## config.mk

```make
export PLATFORM = sky130hd
export DESIGN_NAME = fft_8p_stream_sched
export DESIGN_NICKNAME = d
export VERILOG_FILES = /design/src/rtl/fft_8p_stream_sched.sv
export SDC_FILE = /design/constraint.sdc
export NUM_CORES = 1
export LEC_CHECK = 0
export ABC_CLOCK_PERIOD_IN_PS = 2520
export BUFFER_PORTS_ARGS = -buffer_cell sky130_fd_sc_hd__buf_2
export CAP_MARGIN = 10
export CELL_PAD_IN_SITES_DETAIL_PLACEMENT = 1
export CELL_PAD_IN_SITES_GLOBAL_PLACEMENT = 1
export CORE_ASPECT_RATIO = 0.8
export CORE_MARGIN = 3
export CORE_UTILIZATION = 35
export DETAILED_ROUTE_END_ITERATION = 16
export PLACE_DENSITY = 0.73
export SLEW_MARGIN = 10
export SYNTH_ARGS = -nofsm -noshare
export SYNTH_HDL_FRONTEND = slang
export SYNTH_SLANG_ARGS = --single-unit
```

## constraint.sdc

```tcl
create_clock -name clk -period 2.52 [get_ports clk]
set_clock_uncertainty 0.1 [all_clocks]
set_input_delay 0.126 -clock clk [delete_from_list [all_inputs] [get_ports clk]]
set_output_delay 0.126 -clock clk [all_outputs]
set_load 0.1 [all_outputs]
```

## src/rtl/fft_8p_stream_sched.sv

```systemverilog
// Streaming scheduler for the 8-point FFT: frame handshake, phase-driven stage enables, output token tracking.
// Optional: define FFT8_BITREV_IDX_EN to emit out_idx in bit-reversed (frequency bin) order.
module fft_8p_stream_sched #(
   parameter int unsigned LATENCY = 11,
   parameter int unsigned CNT_W   = 16
) (
   input  logic             clk,
   input  logic             reset,
   input  logic             cfg_enable,
   input  logic             in_valid,
   output logic             in_ready,
   output logic             en_s2p,
   output logic             en_bf1_1,
   output logic             en_bf1_2,
   output logic             en_bf1_3,
   output logic             en_bf1_4,
   output logic             en_bf2_1,
   output logic             en_bf2_2,
   output logic             en_bf3,
   output logic             out_valid,
   output logic [2:0]       out_idx,
   output logic             out_last,
   output logic [CNT_W-1:0] frame_cnt,
   output logic             busy,
   output logic             err_gap
);

   typedef enum logic [1:0] {IDLE, STREAM, DRAIN} state_t;

   state_t                  state_q, state_d;
   logic [2:0]              ph_q, ph_d;
   logic [4:0]              drain_q, drain_d;
   logic [LATENCY-1:0]      tv_q, tv_d;
   logic [LATENCY-1:0][2:0] tp_q, tp_d;
   logic                    err_q, err_d;
   logic [CNT_W-1:0]        cnt_q, cnt_d;

   logic       accept;
   logic       gap;
   logic [2:0] tap_pos;

   always_ff @(posedge clk) begin
      if (reset) begin
         state_q <= IDLE;
         ph_q    <= '0;
         drain_q <= '0;
         tv_q    <= '0;
         tp_q    <= '0;
         err_q   <= 1'b0;
         cnt_q   <= '0;
      end else begin
         state_q <= state_d;
         ph_q    <= ph_d;
         drain_q <= drain_d;
         tv_q    <= tv_d;
         tp_q    <= tp_d;
         err_q   <= err_d;
         cnt_q   <= cnt_d;
      end
   end

   always_comb begin
      state_d = state_q;
      ph_d    = ph_q;
      drain_d = drain_q;
      tv_d    = {tv_q[LATENCY-2:0], accept};
      tp_d    = {tp_q[LATENCY-2:0], ph_q};
      err_d   = err_q | gap;
      cnt_d   = cnt_q;
      if (out_last) cnt_d = cnt_q + CNT_W'(1);
      // An aborted frame has exactly ph tokens in flight, in the youngest slots.
      for (int unsigned i = 0; i < 7; i++) begin
         if (gap && (i < 32'(ph_q))) tv_d[i+1] = 1'b0;
      end
      unique case (state_q)
         IDLE: begin
            ph_d = '0;
            if (accept) begin
               state_d = STREAM;
               ph_d    = 3'd1;
            end
         end
         STREAM: begin
            ph_d = ph_q + 3'd1;
            if (gap || (ph_q == 3'd0 && !accept)) begin
               state_d = DRAIN;
               drain_d = 5'(LATENCY - 1);
            end
         end
         DRAIN: begin
            ph_d = ph_q + 3'd1;
            if (accept) begin
               state_d = STREAM;
            end else if (drain_q <= 5'd1) begin
               state_d = IDLE;
               ph_d    = '0;
               drain_d = '0;
            end else begin
               drain_d = drain_q - 5'd1;
            end
         end
         default: state_d = IDLE;
      endcase
   end

   always_comb begin
      in_ready = 1'b0;
      en_bf1_1 = 1'b0;
      en_bf1_2 = 1'b0;
      en_bf1_3 = 1'b0;
      en_bf1_4 = 1'b0;
      en_bf2_1 = 1'b0;
      en_bf2_2 = 1'b0;
      en_bf3   = 1'b0;
      if (!reset) begin
         unique case (state_q)
            IDLE:    in_ready = cfg_enable;
            STREAM:  in_ready = (ph_q != 3'd0) ? 1'b1 : cfg_enable;
            DRAIN:   in_ready = (ph_q == 3'd0) ? cfg_enable : 1'b0;
            default: in_ready = 1'b0;
         endcase
         if (state_q != IDLE) begin
            unique case (ph_q)
               3'd1: en_bf1_4 = 1'b1;
               3'd2: en_bf2_2 = 1'b1;
               3'd3: begin
                  en_bf1_1 = 1'b1;
                  en_bf3   = 1'b1;
               end
               3'd5: en_bf1_2 = 1'b1;
               3'd6: en_bf2_1 = 1'b1;
               3'd7: en_bf1_3 = 1'b1;
               default: ;
            endcase
         end
      end
      accept    = in_valid & in_ready;
      en_s2p    = accept;
      gap       = !reset && state_q == STREAM && ph_q != 3'd0 && !in_valid;
      tap_pos   = tp_q[LATENCY-1];
      out_valid = !reset & tv_q[LATENCY-1];
      out_last  = out_valid & (tap_pos == 3'd7);
`ifdef FFT8_BITREV_IDX_EN
      out_idx   = out_valid ? {tap_pos[0], tap_pos[1], tap_pos[2]} : 3'd0;
`else
      out_idx   = out_valid ? tap_pos : 3'd0;
`endif
      busy      = !reset & ((state_q != IDLE) | (|tv_q));
      err_gap   = err_q;
      frame_cnt = cnt_q;
   end

endmodule

```

==> results.txt, run 1 <==
Mapped Cells = 299
Slowest-stage cell, CP = dfxtp_1
Yosys top cell area share = 0.4920
CP Launch Type = flip-flop
synth warn = 0
CP max stage delay = 0.37 ns
Antenna Nets Post-Route = 0
Critical Path RT = 2.29 ns
most common cell in the synthesized netlist = dfxtp_1
first-pass GRT wire length = 10520 um
core area = 7707 sq um
mapped cell area = 2889 sq um
Starting Density = 0.3748
largest net degree at the start of global routing = 45
Post-CTS Setup Bufs = 0
sequential share of power = 0.382
drt via density = 4.959
Worst VDD drop = 0.4775 mV
Rows = 28
sequential area share after synthesis = 0.4920
Async SR Flop Fraction = 0
PortBufs = 35
fin crit share = 0.9272
Die ar. = 9387 sq um
hpwl dp = 4426 um
initial antenna violation count = 0
crit path max fanout = 7
combinational power share = 0.315
worst-skew pair later-pin latency = 0.34 ns
Final Setup Violations = 0
Yosys top cell by area = dfxtp_1
FF+latch count, synth = 71
CTS tree = built
Synth Flop Type = dfxtp_1
layout cells sized above 1 = 0.2183
fin crit period = 2.337 ns
Pint = 2116 uW
Final Core Density = 0.4531
CTS sink count = 71
wirelength, routed = 6094 um
TritonCTS Buffers = 9
vias = 2202
Die Y = 87.26 um
Max Fclk = 0.4280 GHz
Net Sw Frac = 0.3481
Yosys cell types = 54
layout net count = 350
RSZ-0062 raised after global routing = no
Switch Pwr = 1130 uW
total track usage = 0.1418
pins over their slew limit = 0
initial DRC count = 71
io pins = 36
CP dominant cell by count = inv_1
drc violations = 0
Placer Congestion = 0.8409
# fillers = 900
ANT cells = 0
Die X = 107.6 um
CP arrival = 2.11 ns
EDFF count, synth = 0
critical-path cell list = inv_1, ha_2, nand3b_1, a21oi_2, nand3_1, inv_1, buf_6
total gr overflow = 0
CTS root buffer = clkbuf_8
power density over the cells = 929.3 nW/um^2
WL/cell = 13.73 um
Clk pwr share = 0.304
Max-slew headroom = 0.6728
Avg Inst Size Synth = 9.662 sq um
Critical Path End Type = primary output
Final Hold Fails = 0
most frequent cells after synthesis = dfxtp_1 (71), nor2b_1 (37), nor2_1 (28), inv_1 (13)
Post-CTS Hold Buffers = 0
outcome = completed
vias in the first global route = 2237
worst hold path type = in -> reg
net count after synthesis = 314
placed cell areas = 3263 sq um
critical path class = reg -> out
Worst Max-Slew Pin Slew = 0.4901 ns
clk slew on worst S/H paths = 0.07 ns
Max Cap Viol = 0
H-tree depth = 3
post-route cell area = 3492 sq um
ranking of synthesized cells by area = dfxtp_1 (49%), nor2b_1 (8.0%), ha_1 (4.8%), nor2_1 (3.6%), xor2_1 (2.1%)
Leak = 0.001465 uW
maximum clock path buffer count = 2
Initial DRT Pass Iterations = 4
area delta synth->final = 20.87%
Hold Worst Slack = 0.06879 ns
==> path summary, 6_finish.rpt <==
check	start	endpoint	slack, ns	cells past startpoint
min	in_valid	tv_q[1]	0.07	2
max	ph_q[0]	en_s2p	0.18	7
max reg2reg	ph_q[0]	drain_q[2]	0.34	7
min reg2reg	tp_d[29]	tp_d[32]	0.33	1
==> worst max-delay path, delay by kind of cell (launching register included) <==
family | cells | cell delay [ns]
buf+inv | 3 | 0.59
flops | 1 | 0.37
simple gates | 2 | 0.32
fa+ha+maj | 1 | 0.26
compound gates | 1 | 0.23
==> stage by stage <==
stage	power, uW	cells	setup slack, ns	TNS, ns
2_1_floorplan	2053	299	-0.09145	-0.09145
5_1_grt	3453	444	0.02526	0
3_5_place_dp	2273	429	0.3150	0
6_report	3245	444	0.1834	0
3_3_place_gp	2253	429	0.3877	0
4_1_cts	3287	444	0.06186	0
==> per-layer routing <==
layer,up-vias,global-route usage,wire length [um]
li1,1095,-,-
met1,1047,0.1756,2960
met2,49,0.2257,2714
met3,11,0.04967,322
met4,0,0.05849,96
met5,-,0,0
==> placed cells by master, fill, tap and decap left out, drive strengths merged, types with 4 or more instances in the layout <==
cell type	count
xor2	7
nand4	7
xnor2	5
clkbuf	10
or3	4
nand2	12
ha	11
nor2	28
nor4	5
nor2b	38
buf	39
and2	5
dfxtp	71
and3	8
a21oi	13
nor3	5
nand3	4
inv	14
o21ai	8
==> power by group through the flow <==
stage	combinational (uW)	clock, uW	sequential [uW]
after global routing	1120	1090	1250
after global placement	994	0	1260
after CTS	1020	1030	1240
final	1020	986	1240
after detailed placement	1010	0	1260
after floorplan	794	0	1260
==> cell type report <==
type	instances	area [sq um]	area share
inverter	14	52.55	0.01505
sequential	71	1421	0.4070
timing repair buffer	39	224.0	0.06413
multi-input combinational	200	1443	0.4131
tap	105	131.4	0.03762
clock buffer	10	137.6	0.03941
clock inverter	5	82.58	0.02365
==> timing repair <==
action	CTS	global route
resized for setup	1	2
endpoints found under the hold margin	0	0
endpoints found under the setup margin	1	1
pin swaps	0	0
gates cloned	0	0
==> state kept, by name, indices dropped and copies added (netlist names) <==
register   count
tap_pos        3
drain_q        5
err_gap        1
frame_cnt     16
tv_q          11
ph_q           3
state_q        2
tp_d          30
==> logic make-up after synthesis <==
kind of cell / after synthesis / share of synthesized area
AOI/OAI and AO/OA: 45 / 0.1182
adders and majority gates: 11 / 0.04764
DFF: 71 / 0.4920
and+or+nand+nor: 128 / 0.2486
muxes: 4 / 0.01602
xor gates and xnor gates: 12 / 0.03638
buffers and inverters: 28 / 0.04115
No activity file was read; power rests on OpenSTA's default activity.
==> run 2, diff against run 1 <==
--- a/config.mk
+++ b/config.mk
@@ -12,9 +12,9 @@
 export CELL_PAD_IN_SITES_GLOBAL_PLACEMENT = 1
 export CORE_ASPECT_RATIO = 0.8
 export CORE_MARGIN = 3
-export CORE_UTILIZATION = 35
+export CORE_UTILIZATION = 44
 export DETAILED_ROUTE_END_ITERATION = 16
-export PLACE_DENSITY = 0.73
+export PLACE_DENSITY = 0.86
 export SLEW_MARGIN = 10
 export SYNTH_ARGS = -nofsm -noshare
 export SYNTH_HDL_FRONTEND = slang
==> run 2 against run 1 <==
Against the previous run: critical path depth is the same; sequential share of layout area fell by 0.087 points; largest power group unchanged; hold slack lost 0.037 ns; critical path type unchanged; fmax decreased by 0.72%.
==> results.txt, run 2 (synthesized netlist as in run 1, its figures left out) <==
outcome = completed (unchanged)
drt via density = 5.307 (was 4.959)
initial antenna violation count = 0 (unchanged)
wirelength, routed = 6814 um (was 6094 um)
RR Startpoint = ph_q[0] (unchanged)
Max Cap Viol = 0 (unchanged)
critical path class = reg -> out (unchanged)
CP dominant cell by count = inv_1 (unchanged)
power density over the cells = 979.0 nW/um^2 (was 929.3 nW/um^2)
CP arrival = 2.13 ns (was 2.11 ns)
CP Launch Type = flip-flop (unchanged)
total track usage = 0.1999 (was 0.1418)
worst hold path type = in -> reg (unchanged)
ANT cells = 0 (unchanged)
Critical Path RT = 2.29 ns (about the same)
Die Y = 78.48 um (was 87.26 um)
Final Hold Fails = 0 (unchanged)
most frequent cells in the layout = dfxtp_1 (71), nor2b_1 (36), buf_2 (34) (unchanged)
Worst VDD drop = 0.4035 mV (was 0.4775 mV)
M1 WL = 3133 um (was 2960 um)
core area = 6131 sq um (was 7707 sq um)
H-tree depth = 3 (unchanged)
layout cells sized above 1 = 0.2251 (was 0.2183)
drc violations = 0 (unchanged)
TritonCTS Buffers = 9 (unchanged)
vias = 2245 (was 2202)
CTS root buffer = clkbuf_8 (unchanged)
R2R Path End = state_q[0] (was drain_q[2])
vias in the first global route = 2414 (was 2237)
pins over their slew limit = 0 (unchanged)
WHS Path Cells = 2 (unchanged)
hold endpoint = drain_q[1] (was tv_q[1])
r2r setup slk = 0.25 ns (was 0.34 ns)
Post-CTS Setup Bufs = 0 (unchanged)
Die X = 96.60 um (was 107.6 um)
Placer Congestion = 0.8841 (was 0.8409)
max FFs per register = 30 (unchanged)
largest net degree at the start of global routing = 27 (was 45)
Final Setup Violations = 0 (unchanged)
Register-to-Register Path Depth = 7 (unchanged)
maximum clock path buffer count = 2 (unchanged)
Max-slew headroom = 0.6706 (was 0.6728)
Starting Density = 0.4712 (was 0.3748)
WL/cell = 16.11 um (was 13.73 um)
Leak = 0.001488 uW (was 0.001465 uW)
CP max stage delay = 0.38 ns (was 0.37 ns)
crit path max fanout = 7 (unchanged)
Rows = 25 (was 28)
PortBufs = 35 (unchanged)
critical path's top delay family = buffers and inverters (unchanged)
fin crit share = 0.9340 (was 0.9272)
total power = 3426 uW (was 3245 uW)
Final Core Density = 0.5708 (was 0.4531)
WP depth = 7 (unchanged)
Critical Path End Type = primary output (unchanged)
first-pass GRT wire length = 11660 um (was 10520 um)
RSZ-0062 raised after global routing = no (unchanged)
worst-skew pair later-pin latency = 0.34 ns (about the same)
Antenna Nets Post-Route = 0 (unchanged)
layout net count = 352 (was 350)
hpwl dp = 4882 um (was 4426 um)
initial DRC count = 91 (was 71)
critical-path cell list = inv_1, ha_2, nand3b_1, a21oi_2, nand3_1, inv_1, buf_6 (unchanged)
Crit path buffers/inverters = 3 (unchanged)
total gr overflow = 0 (unchanged)
area delta synth->final = 21.13% (was 20.87%)
fin crit period = 2.354 ns (was 2.337 ns)
most common cell after layout, fill and taps aside = dfxtp_1 (unchanged)
clk slew on worst S/H paths = 0.08 ns (was 0.07 ns)
met2 routed WL = 3258 um (was 2714 um)
Initial DRT Pass Iterations = 4 (unchanged)
CTS sink count = 71 (unchanged)
Max Fclk = 0.4249 GHz (was 0.4280 GHz)
CTS tree = built (unchanged)
critical hold path startpoint = reset (was in_valid)
Worst Max-Slew Pin Slew = 0.4934 ns (was 0.4901 ns)
Routed met3 length = 329 um (was 322 um)
io pins = 36 (unchanged)
Die ar. = 7580 sq um (was 9387 sq um)
Max Used Layer = met4 (unchanged)
Slowest-stage cell, CP = dfxtp_1 (unchanged)
==> run 2: layout make-up <==
class | instances | area, sq um
Clock inverter | 5 | 103.9
Clock buffer | 11 | 151.4
Inverter | 14 | 52.55
Fill cell | 709 | 2631
Multi-Input combinational cell | 200 | 1443
Sequential cell | 71 | 1421
Timing Repair Buffer | 41 | 226.5
Tap cell | 81 | 101.3
==> run 2: worst max-delay path by stage <==
| stage | from | end | slack, ns |
|---|---|---|---|
| after global placement | ph_q[0] | state_q[0] | 0.43 |
| after floorplan | state_q[0] | en_bf3 | -0.09 |
| final | ph_q[0] | en_s2p | 0.17 |
| after CTS | ph_q[0] | en_s2p | 0.08 |
| after detailed placement | ph_q[0] | state_q[0] | 0.27 |
| after global routing | ph_q[0] | en_s2p | 0.03 |
==> run 2: repair_timing <==
item / CTS / global route
pin swaps: 0 / 0
endpoints found under the setup margin: 1 / 1
hold endpoints to repair: 0 / 0
gates resized for setup: 1 / 2
hold buffers: 0 / 0
==> run 2: power breakdown <==
group	switching (uW)	internal, uW
sequential	59.6	1180
combinational	694	354
clock	423	712
==> run 2: routing by layer <==
layer  vias to the layer above  global-route usage
li1                       1095                   -
met1                      1085              0.2475
met2                        49              0.3237
met3                        16             0.06322
met4                         0             0.07283
met5                         -                   0
==> run 2: metrics by stage <==
| step | hold slack, ns | area, sq um | std cells | setup WS [ns] | TNS, ns |
|---|---|---|---|---|---|
| floorplan | 0.1896 | 2982 | 299 | -0.09145 | -0.09145 |
| global placement | 0.3165 | 3236 | 407 | 0.4295 | 0 |
| detailed placement | 0.3247 | 3236 | 407 | 0.2736 | 0 |
| CTS | 0.01914 | 3493 | 423 | 0.08040 | 0 |
| global route | 0.03218 | 3500 | 423 | 0.02927 | 0 |
| finish | 0.03220 | 3500 | 423 | 0.1664 | 0 |
